<file path="config.mk">
export PLATFORM = sky130hd
export DESIGN_NAME = quaternion_division_seq
export DESIGN_NICKNAME = d
export VERILOG_FILES = /design/src/rtl/quat_pkg.sv /design/src/rtl/seq_restoring_divider.sv /design/src/rtl/quaternion_division_seq.sv
export SDC_FILE = /design/constraint.sdc
export NUM_CORES = 2
export LEC_CHECK = 0
export BUFFER_PORTS_ARGS = -buffer_cell sky130_fd_sc_hd__buf_2
export CORE_MARGIN = 1.5
export CORE_UTILIZATION = 50
export DETAILED_ROUTE_END_ITERATION = 7
export PLACE_DENSITY = 0.77
export SLEW_MARGIN = 0
export SYNTH_ARGS = -nofsm -noshare
export SYNTH_HDL_FRONTEND = slang
export SYNTH_SLANG_ARGS = --single-unit
</file>
<file path="constraint.sdc">
create_clock -name clk -period 16.54 [get_ports clk]
set_clock_uncertainty 0.05 [all_clocks]
set_input_delay 1.654 -clock clk [delete_from_list [all_inputs] [get_ports clk]]
set_output_delay 1.654 -clock clk [all_outputs]
set_load 0.01 [all_outputs]
</file>
<file path="src/rtl/quat_pkg.sv">
`default_nettype none
// +----------------------------------------------------------------------------+
// | Package  : quat_pkg                                                        |
// | Purpose  : Shared widths, divider length, FSM state enumeration and the    |
// |            term-selection helpers for the sequential quaternion divider.   |
// | Revision : 1.0  initial release                                            |
// +----------------------------------------------------------------------------+
package quat_pkg;

  localparam int IN_W       = 16;
  localparam int PROD_W     = 32;
  localparam int ACC_W      = 50;
  localparam int NORM_W     = 33;
  localparam int DIV_CYCLES = 50;
  localparam int MUL_W      = IN_W + PROD_W;

  typedef enum logic [2:0] {
    S_IDLE  = 3'd0,
    S_NORM  = 3'd1,
    S_MAC   = 3'd2,
    S_DIV   = 3'd3,
    S_WRITE = 3'd4,
    S_FIN   = 3'd5
  } state_t;

  // Sign of term j within numerator k, one nibble per k (bit j = subtract).
  // k0: ++++, k1: +--+, k2: ++--, k3: +-+-
  localparam logic [15:0] C_NEG_MAP = 16'b1010_1100_0110_0000;

  function automatic logic term_neg(input logic [1:0] k, input logic [1:0] j);
    return C_NEG_MAP[{k, j}];
  endfunction

  // Numerator k pairs a_j with q_(j xor k) in every one of its four terms.
  function automatic logic [1:0] q_sel(input logic [1:0] k, input logic [1:0] j);
    return j ^ k;
  endfunction

endpackage
`default_nettype wire

</file>
<file path="src/rtl/seq_restoring_divider.sv">
`default_nettype none
// +----------------------------------------------------------------------------+
// | Module   : seq_restoring_divider                                           |
// | Purpose  : Unsigned ACC_W / NORM_W restoring divider, one quotient bit per |
// |            clock. The edge that samples start also performs the first     |
// |            iteration, so the quotient is complete DIV_CYCLES edges after  |
// |            (and including) the start edge; done pulses with the last bit. |
// | Ports    : clk, rst_n (async, active low), start, dividend, divisor,       |
// |            quotient (valid while idle after done), done (1-cycle pulse).   |
// | Revision : 1.0  initial release                                            |
// +----------------------------------------------------------------------------+
module seq_restoring_divider
  import quat_pkg::*;
(
  input  logic              clk,
  input  logic              rst_n,
  input  logic              start,
  input  logic [ACC_W-1:0]  dividend,
  input  logic [NORM_W-1:0] divisor,
  output logic [ACC_W-1:0]  quotient,
  output logic              done
);

  logic [NORM_W-1:0] r_rem;
  logic [NORM_W-1:0] r_dvs;
  logic [ACC_W-1:0]  r_dvd;   // shifts dividend out, quotient in
  logic [5:0]        r_cnt;
  logic              r_active;
  logic              r_done;

  logic [NORM_W-1:0] w_rem_cur;
  logic [ACC_W-1:0]  w_dvd_cur;
  logic [NORM_W-1:0] w_dvs_cur;
  logic [NORM_W:0]   w_shift;
  logic [NORM_W:0]   w_sub;
  logic              w_qbit;
  logic [NORM_W-1:0] w_rem_nxt;
  logic [ACC_W-1:0]  w_dvd_nxt;

  always_comb begin
    w_rem_cur = start ? '0       : r_rem;
    w_dvd_cur = start ? dividend : r_dvd;
    w_dvs_cur = start ? divisor  : r_dvs;
    w_shift   = {w_rem_cur, w_dvd_cur[ACC_W-1]};
    w_qbit    = (w_shift >= {1'b0, w_dvs_cur});
    w_sub     = w_shift - {1'b0, w_dvs_cur};
    // The kept remainder is always below the divisor, so it fits NORM_W bits.
    w_rem_nxt = w_qbit ? NORM_W'(w_sub) : NORM_W'(w_shift);
    w_dvd_nxt = {w_dvd_cur[ACC_W-2:0], w_qbit};
  end

  always_ff @(posedge clk or negedge rst_n) begin
    if (!rst_n) begin
      r_rem    <= '0;
      r_dvs    <= '0;
      r_dvd    <= '0;
      r_cnt    <= '0;
      r_active <= 1'b0;
      r_done   <= 1'b0;
    end else begin
      r_done <= 1'b0;
      if (start) begin
        r_dvs    <= divisor;
        r_rem    <= w_rem_nxt;
        r_dvd    <= w_dvd_nxt;
        r_cnt    <= 6'(DIV_CYCLES - 1);
        r_active <= 1'b1;
      end else if (r_active) begin
        r_rem <= w_rem_nxt;
        r_dvd <= w_dvd_nxt;
        r_cnt <= r_cnt - 6'd1;
        if (r_cnt == 6'd1) begin
          r_active <= 1'b0;
          r_done   <= 1'b1;
        end
      end
    end
  end

  assign quotient = r_dvd;
  assign done     = r_done;

endmodule
`default_nettype wire

</file>
<file path="src/rtl/quaternion_division_seq.sv">
`default_nettype none
// +----------------------------------------------------------------------------+
// | Module   : quaternion_division_seq                                         |
// | Purpose  : Recovers b from q = a (x) b as b = conj(a) (x) q / |a|^2 using   |
// |            one shared 16x32 multiplier and a serial restoring divider.    |
// |            Sequence: NORM(4) -> 4 x {MAC(4), DIV(50), WRITE(1)} -> FIN(1).  |
// | Ports    : clk, rst_n (async, active low), start,                         |
// |            a0..a3 (s16), q0..q3 (s32)  -> b0..b3 (s16, saturated),        |
// |            busy, done (1-cycle pulse), div_by_zero, ovf.                   |
// | Revision : 1.0  initial release                                            |
// +----------------------------------------------------------------------------+
module quaternion_division_seq
  import quat_pkg::*;
(
  input  logic                     clk,
  input  logic                     rst_n,
  input  logic                     start,
  input  logic signed [IN_W-1:0]   a0,
  input  logic signed [IN_W-1:0]   a1,
  input  logic signed [IN_W-1:0]   a2,
  input  logic signed [IN_W-1:0]   a3,
  input  logic signed [PROD_W-1:0] q0,
  input  logic signed [PROD_W-1:0] q1,
  input  logic signed [PROD_W-1:0] q2,
  input  logic signed [PROD_W-1:0] q3,
  output logic signed [IN_W-1:0]   b0,
  output logic signed [IN_W-1:0]   b1,
  output logic signed [IN_W-1:0]   b2,
  output logic signed [IN_W-1:0]   b3,
  output logic                     busy,
  output logic                     done,
  output logic                     div_by_zero,
  output logic                     ovf
);

  state_t                   r_state;
  logic [5:0]               r_cnt;     // term index in NORM/MAC, cycle count in DIV
  logic [1:0]               r_k;       // component being produced
  logic signed [IN_W-1:0]   r_a [4];
  logic signed [PROD_W-1:0] r_q [4];
  logic [NORM_W-1:0]        r_norm;
  logic signed [ACC_W-1:0]  r_acc;
  logic signed [IN_W-1:0]   r_b [4];
  logic                     r_busy;
  logic                     r_done;
  logic                     r_dbz;
  logic                     r_ovf;

  logic [1:0]               w_j;
  logic signed [IN_W-1:0]   w_mx;
  logic signed [PROD_W-1:0] w_my;
  logic signed [MUL_W-1:0]  w_prod;
  logic signed [ACC_W-1:0]  w_prod_ext;
  logic signed [ACC_W-1:0]  w_term;
  logic signed [ACC_W-1:0]  w_acc_nxt;
  logic [NORM_W-1:0]        w_norm_nxt;
  logic                     w_p_neg;
  logic [ACC_W-1:0]         w_p_mag;
  logic                     w_div_start;
  logic [ACC_W-1:0]         w_quot;
  logic                     w_div_done;
  logic                     w_sat_ovf;
  logic signed [IN_W-1:0]   w_sat_val;

  // Shared multiplier: squares a_j during NORM, a_j * q_(j^k) during MAC.
  always_comb begin
    w_j  = r_cnt[1:0];
    w_mx = r_a[w_j];
    if (r_state == S_MAC) begin
      w_my = r_q[q_sel(r_k, w_j)];
    end else begin
      w_my = PROD_W'(r_a[w_j]);
    end
    w_prod     = MUL_W'(w_mx) * MUL_W'(w_my);
    w_prod_ext = ACC_W'(w_prod);
    w_term     = term_neg(r_k, w_j) ? -w_prod_ext : w_prod_ext;
    w_acc_nxt  = ((r_cnt == 6'd0) ? '0 : r_acc) + w_term;
    // Squares are non-negative and below 2^31, so the low word is exact.
    w_norm_nxt = r_norm + NORM_W'(w_prod[PROD_W-1:0]);
  end

  // Divide magnitudes; the sign of p is reapplied after the quotient returns.
  always_comb begin
    w_p_neg     = r_acc[ACC_W-1];
    w_p_mag     = w_p_neg ? ACC_W'(-r_acc) : ACC_W'(r_acc);
    w_div_start = (r_state == S_DIV) && (r_cnt == 6'd0);
  end

  seq_restoring_divider u_div (
    .clk      (clk),
    .rst_n    (rst_n),
    .start    (w_div_start),
    .dividend (w_p_mag),
    .divisor  (r_norm),
    .quotient (w_quot),
    .done     (w_div_done)
  );

  // Saturation: negative side reaches -32768, positive side only 32767.
  always_comb begin
    if (w_p_neg) begin
      w_sat_ovf = (w_quot > ACC_W'(32768));
      w_sat_val = w_sat_ovf ? 16'sh8000 : $signed(~w_quot[IN_W-1:0] + 16'd1);
    end else begin
      w_sat_ovf = (w_quot > ACC_W'(32767));
      w_sat_val = w_sat_ovf ? 16'sh7fff : $signed(w_quot[IN_W-1:0]);
    end
  end

  always_ff @(posedge clk or negedge rst_n) begin
    if (!rst_n) begin
      r_state <= S_IDLE;
      r_cnt   <= '0;
      r_k     <= '0;
      r_norm  <= '0;
      r_acc   <= '0;
      r_busy  <= 1'b0;
      r_done  <= 1'b0;
      r_dbz   <= 1'b0;
      r_ovf   <= 1'b0;
      for (int i = 0; i < 4; i++) begin
        r_a[i] <= '0;
        r_q[i] <= '0;
        r_b[i] <= '0;
      end
    end else begin
      case (r_state)
        S_IDLE: begin
          if (start) begin
            r_a[0] <= a0;  r_a[1] <= a1;  r_a[2] <= a2;  r_a[3] <= a3;
            r_q[0] <= q0;  r_q[1] <= q1;  r_q[2] <= q2;  r_q[3] <= q3;
            r_norm  <= '0;
            r_cnt   <= '0;
            r_k     <= '0;
            r_busy  <= 1'b1;
            r_dbz   <= 1'b0;
            r_ovf   <= 1'b0;
            r_state <= S_NORM;
          end
        end
        S_NORM: begin
          r_norm <= w_norm_nxt;
          if (r_cnt == 6'd3) begin
            r_cnt <= '0;
            if (w_norm_nxt == '0) begin
              for (int i = 0; i < 4; i++) r_b[i] <= '0;
              r_dbz   <= 1'b1;
              r_done  <= 1'b1;
              r_busy  <= 1'b0;
              r_state <= S_FIN;
            end else begin
              r_state <= S_MAC;
            end
          end else begin
            r_cnt <= r_cnt + 6'd1;
          end
        end
        S_MAC: begin
          r_acc <= w_acc_nxt;
          if (r_cnt == 6'd3) begin
            r_cnt   <= '0;
            r_state <= S_DIV;
          end else begin
            r_cnt <= r_cnt + 6'd1;
          end
        end
        S_DIV: begin
          if (r_cnt == 6'(DIV_CYCLES - 1)) begin
            r_cnt   <= '0;
            r_state <= S_WRITE;
          end else begin
            r_cnt <= r_cnt + 6'd1;
          end
        end
        S_WRITE: begin
          if (w_div_done) begin
            r_b[r_k] <= w_sat_val;
            if (w_sat_ovf) r_ovf <= 1'b1;
            if (r_k == 2'd3) begin
              r_done  <= 1'b1;
              r_busy  <= 1'b0;
              r_state <= S_FIN;
            end else begin
              r_k     <= r_k + 2'd1;
              r_cnt   <= '0;
              r_state <= S_MAC;
            end
          end
        end
        S_FIN: begin
          r_done  <= 1'b0;
          r_state <= S_IDLE;
        end
        default: begin
          r_state <= S_IDLE;
        end
      endcase
    end
  end

  assign b0          = r_b[0];
  assign b1          = r_b[1];
  assign b2          = r_b[2];
  assign b3          = r_b[3];
  assign busy        = r_busy;
  assign done        = r_done;
  assign div_by_zero = r_dbz;
  assign ovf         = r_ovf;

endmodule
`default_nettype wire

</file>
Word-level counts from Yosys, hierarchy flattened
Memory sizes are Yosys's and may differ from the RTL's.
Index checks and enable logic that the tools add are counted.
- register bits: 478
- memory bits (read-only): 16
- input port bits: 195
- word-level logic and storage cells: 166
- memories kept: 1
- $add $sub $neg: 9
- multipliers: 1
- $lt $le $gt $ge: 8
- eq/ne operators: 18
- mux-type cells: 74
- bitwise logic cells: 5
- reductions and logical operators: 23
- memory list (name ; depth ; bits a word ; read ports ; clocked after Yosys merged registers in ; wr ports ; RTL line ; RTL):
    (name not given) ; 16 ; 1 ; 1 ; 0 ; 0 ; quat_pkg.sv:31 ; return C_NEG_MAP[{k, j}];
- operator list (cell ; number):
    two-way mux 50 bit ; 6
    two-way mux 33 bit ; 6
    two-way mux 64 bit ; 3
    one-hot mux 64 bit (2 select lines) ; 1
    two-way mux 16 bit ; 6
    two-way mux 32 bit ; 3
    one-hot mux 33 bit (2 select lines) ; 1
    binary-select mux 32 bit (select 2 bit) ; 1
    bitwise mux 64 bit ; 1
    adder 50 bit ; 1
    greater-than comparator 50 x 15 -> 1 bit (second input constant) ; 1
    greater-than comparator 50 x 16 -> 1 bit (second input constant) ; 1
    negator 48 -> 50 bit ; 1
    negator 50 bit ; 1
    multiplier 16 x 32 -> 48 bit ; 1
    two-way mux 6 bit ; 7
    >= comparator 34 x 33 -> 1 bit ; 1
    adder 33 x 32 -> 33 bit ; 1
    zero test 33 bit ; 1
    subtractor 33 bit ; 1
    binary-select mux 16 bit (select 2 bit) ; 1
    demux 16 bit (select 2 bit) ; 1
    one-hot mux 6 bit (4 select lines) ; 1
    two-way mux 3 bit ; 7
    other kinds (36) ; 83

Depth between registers and ports, before layout
- word-level depth: 12
- gate-level depth with buffers: 46
- mapped depth without buffers: 42

By module
Synthesis repeated with hierarchy kept, for this count alone.
- cell total of the unflattened synthesis: 5476
- area total of the unflattened synthesis: 47445.5 um^2
- by module, submodules not included (module ; instances ; cells an instance ; area each (um^2) ; seq. area each (um^2)):
    quaternion_division_seq ; 1 ; 4668 ; 39909.5 ; 8858.5
    seq_restoring_divider ; 1 ; 808 ; 7536.0 ; 3103.0

Worst setup path before layout
No wires, ideal clock.
- kind: register to register
- start: reg r_cnt[0]
- end: reg r_b, in the netlist b0[10]
- setup time: 0.130 ns
- arrival time: 11.643 ns
- data required time: 16.360 ns
- path slack: 4.717 ns
- cell stages (with the launch flop): 40
- cell sequence: dfrtp_1 > clkbuf_1 > xor2_1 > clkbuf_1 > buf_1 > mux4_2 > nand2_1 > a21boi_0 > nor2_1 > fa_1 > inv_1 > fa_1 > fa_1 > inv_1 > fa_1 > inv_1 > fa_1 > fa_1 > [... 4 more ...] > o21ba_2 > nand4_1 > and3_1 > o311ai_0 > inv_1 > ha_1 > clkbuf_1 > a21oi_1 > nand2_1 > a311oi_1 > o221ai_1 > o41a_1 > maj3_1 > xor2_1 > nor4_1 > nor3b_1 > clkbuf_2 > o21ai_0
- cells in the longest elaborated chain, start to end: 11
- elaborated cells between the ends (all ways): 17
- ends and longest elaborated chain (what ; RTL line ; RTL):
    start, declared ; quaternion_division_seq.sv:37 ; logic [5:0] r_cnt;
    start signal, assigned ; quaternion_division_seq.sv:155 ; r_cnt <= r_cnt + 6'd1;
    start signal, assigned ; quaternion_division_seq.sv:164 ; r_cnt <= r_cnt + 6'd1;
    start signal, assigned ; quaternion_division_seq.sv:172 ; r_cnt <= r_cnt + 6'd1;
    XOR 2 bit ; quat_pkg.sv:36 ; return j ^ k;
    NOT 2 -> 3 bit (implied by the code) ; quaternion_division_seq.sv:70 ; w_my = r_q[q_sel(r_k, w_j)];
    binary-select mux 32 bit (select 2 bit) ; quaternion_division_seq.sv:70 ;
    two-way mux 32 bit (implied by the code) (2 in series) ; quaternion_division_seq.sv:70 ;
    two-way mux 32 bit ; quaternion_division_seq.sv:69 ; if (r_state == S_MAC) begin
    multiplier 16 x 32 -> 48 bit ; quaternion_division_seq.sv:74 ; w_prod = MUL_W'(w_mx) * MUL_W'(w_my);
    adder 33 x 32 -> 33 bit ; quaternion_division_seq.sv:79 ; w_norm_nxt = r_norm + NORM_W'(w_prod[PROD_W-1:0]);
    zero test 33 bit ; quaternion_division_seq.sv:145 ; if (w_norm_nxt == '0) begin
    inequality test 2 bit (no source line) ; -- ;
    AND reduction 4 bit (no source line) * ; -- ;
    end signal, assigned by index ; quaternion_division_seq.sv:177 ; r_b[r_k] <= w_sat_val;
    end, declared ; quaternion_division_seq.sv:43 ; logic signed [IN_W-1:0] r_b [4];
Mark *: on every way between the ends. The rest lies on a longest branch, timed or not. The select of a mux whose other input is x is not followed.
A chain may end at the register's enable or synchronous reset.

Worst setup path in the final report
- start: reg r_cnt[0]
- end: reg r_b, in the netlist b2[12]
Same word-level chain as after synthesis.

==> impl_results.md <==
- Status: finished, final reports clean
- Ranking of synthesized cells by area: dfrtp_1 25%, fa_1 20%, ha_1 6.2%
- Multi-input gate area: 0.0333 mm2
- Max transition margin: 0.140
- Gate power share: 0.019
- Most used cell, CP: fa_1
- Initial antenna violation count: 2
- Total grt overflow: 0
- H-tree depth: 2
- Max Freq: approximately 0.078 GHz
- Sw frac: 0.218
- FF-to-FF path depth: 33
- Finished Layout Cells: between 6000 and 7000
- Commonest cells in the netlist: 599 x nand2_1, 489 x fa_1, 481 x inv_1, 478 x dfrtp_1, 449 x nor2_1
- Area Overhead vs Synth: 9.25%
- Tmin final: 12.90 ns
- GRT Resource Usage Total: 0.272
- Top delay family on crit path: adder cells
- WHS Path Cells: 1
- Bufs and invs on worst path: 4
- Syn_nets: 6079
- Top-count cell post-synth: nand2_1
- CTS tree: built
- Max Cap Viol: 0
- Final Slew Violations: 0
- Clock root cell: clkbuf_16
- Post-CTS Hold Buffers: 0
- Worst VDD drop: ~130 uV
- First-pass GRT wire length: ~210 mm
- Met2 routed WL: 60.4 mm
- Met3 wire length: 12.1 mm
- M1 WL: approximately 56 mm
- Clock latency on the worst-skew pair: between 0.6 and 0.7 ns
- Lkg Pwr: about 24 nW
- Ys Warns: 0
- Critical Path RT: between 15 and 20 ns
- DR pass1 iterations: 6
- Bufs on Longest Clock Path: 3
- Die W: 313 um
- Die area: just under 0.1 mm2
- Cell Rows: ~110
- Internal power: between 1.5 and 2 mW
- R2r setup slk: 3.64 ns
- CP max FO: 32
- # DRC: 0
- Share of layout cells above drive strength 1: 0.137
- Setup violators final: 0
- Clock transition at the registers of the reported paths: 0.07 ns
- Dpl cells: around 6500
- PD cells: between 40 and 50 mW/mm2
- Reg power frac: 0.460
- Largest net degree at the start of global routing: roughly 170
- Post-Syn Area: about 0.048 mm2
- # clock sinks: about 480
- Die Ht: ~310 um
- Final period util: 0.780
- CP arrival: 13.38 ns
- RSZ-0062 raised after global routing: no
- Filler instances: 8440
- Worst hold slack: 0.437 ns
- Sequential element share of the synthesized area: 0.249
- Critical Path End Type: register
- Post-synth cell types: 87
- Fin area: between 0.05 and 0.06 mm2
- Initial Util: 0.505
- Mapped Cells: approximately 5200
- Min-delay worst type: reg2reg
- Largest stage delay, worst path: around 0.73 ns
- Syn avg cell area: just over 9 um2
- Most common flop cell mapped by yosys: dfrtp_1
- Setup TNS: 0 ns
- Vias: around 39000
- Routed Antenna Nets: 0
- Layout Nets: slightly above 6000
- Postcts setup bufs: 0
- Switch Pwr: about 0.55 mW
- DR iter-0 viols: between 3000 and 4000
- Final hold viol count: 0
- WL per Instance: a little over 20 um
- Ys async rst share: 1.00
- Final WL: between 100 and 150 mm
- Synthesis-stage register bit count: about 480
- Placement Cell Area: between 0.05 and 0.06 mm2
- DR vias/cell: between 5 and 6
- Crit path depth: 33
- Crit path max-delay cell type: a21boi_0
- CTS Buf Count: 54
- Boundary pin count: approximately 260
- Core area: between 0.09 and 0.1 mm2
- Final worst-path setup slack: between 3 and 4 ns
- Setup crit start kind: register
- Clock power share: 0.521
- Post-synth top area share: 0.249
- HPWL Detailed: between 100 and 150 mm
- Resize count post-CTS: 0
- GP Congestion: 0.990
- Post-Place Setup Slack: 3.72 ns
- DR top layer: met5
- Worst-Margin Slew: 1.29 ns
- Sequential Area: between 0.01 and 0.015 mm2
- Vias in the first global route: about 39000
- EDFF count, synth: 0
- Area leader, netlist: dfrtp_1
- Critical path class: reg2reg
- Port bufs: around 260
[registers in the layout, indices dropped and copies added, names as in the netlist, 2 cells and up]
register / cells
r_k: 2
b1: 16
b0: 16
u_div.r_rem: 33
b3: 16
u_div.r_dvs: 33
b2: 16
r_acc: 50
r_norm: 33
u_div.quotient: 50
r_cnt: 6
r_q: 128
r_state: 3
u_div.r_cnt: 6
r_a: 64
[area by class of cell]
type | count | share of cell area
multi-input cells | 3937 | 0.636
flip-flops and latches | 478 | 0.229
inverters | 483 | 0.0346
repair buffers | 318 | 0.0337
well taps | 1265 | 0.0302
clock buffers | 74 | 0.0295
clock inverters | 27 | 0.00767
diodes | 1 | 0.0000478
[cell usage in the layout, fill, tap and decap left out, types with 23 or more instances in the layout]
| cell | n |
|---|---|
| a211oi_1 | 34 |
| a21o_1 | 64 |
| a21oi_1 | 207 |
| a22o_1 | 58 |
| a31oi_1 | 30 |
| and2_1 | 96 |
| and3_1 | 33 |
| buf_2 | 261 |
| buf_4 | 54 |
| clkbuf_16 | 55 |
| dfrtp_1 | 474 |
| fa_1 | 489 |
| ha_1 | 239 |
| inv_1 | 481 |
| mux2_2 | 205 |
| mux2i_1 | 103 |
| mux4_2 | 36 |
| nand2_1 | 597 |
| nand2b_1 | 42 |
| nand3_1 | 54 |
| nand4_1 | 33 |
| nor2_1 | 446 |
| nor2b_1 | 37 |
| nor3_1 | 73 |
| nor4_1 | 35 |
| o21a_1 | 50 |
| o21ai_0 | 271 |
| o21ai_1 | 23 |
| o21bai_1 | 31 |
| o31ai_1 | 41 |
| or2_2 | 30 |
| xnor2_1 | 165 |
| xor2_1 | 75 |
[worst register-to-register path: cells and delay by family (launching register included)]
kind,cells,cell delay [ns]
fa+ha+maj,8,3.93
compound gates,8,3.29
simple gates,9,2.50
buf+inv,4,1.07
xor+xnor,3,0.86
mux,1,0.62
flops,1,0.49
[metrics by stage]
stage	power, mW	utilization
3_3_place_gp	1.24	0.531
4_1_cts	2.57	0.551
2_1_floorplan	1.19	-
5_1_grt	2.62	0.551
3_5_place_dp	1.24	0.531
6_report	2.54	0.551
[power groups by stage]
stage               Clock (mW)  Sequential, mW  Combinational, mW
floorplan                    0            1.19           0.000535
global placement             0            1.19             0.0487
detailed placement           0            1.19             0.0497
CTS                       1.35            1.17             0.0503
global route              1.40            1.17             0.0553
finish                    1.32            1.17             0.0480
[logic make-up after synthesis]
logic type / synth area share
AOI/OAI and AO/OA: 0.142
xor gates and xnor gates: 0.0447
adders and majority gates: 0.267
buffers and inverters: 0.0581
DFF: 0.249
muxes: 0.0866
and+or+nand+nor: 0.153
[routing by layer]
layer / GRT usage / vias to the layer above
met3: 0.0638 / 265
li1: - / 17800
met4: 0.0954 / 4
met2: 0.432 / 1570
met5: 0 / -
met1: 0.366 / 19100
[path summary, 6_finish.rpt]
check / start / to
setup / recovery: r_cnt[0] / b2[12]
hold / removal: b2[15] / b2[15]
setup reg to reg: r_cnt[0] / b2[12]
hold reg to reg: b2[15] / b2[15]
max in group asynchronous: rst_n / r_q[23]
min in group asynchronous: rst_n / u_div.r_rem[21]
Power figures use the tool's default switching activity.
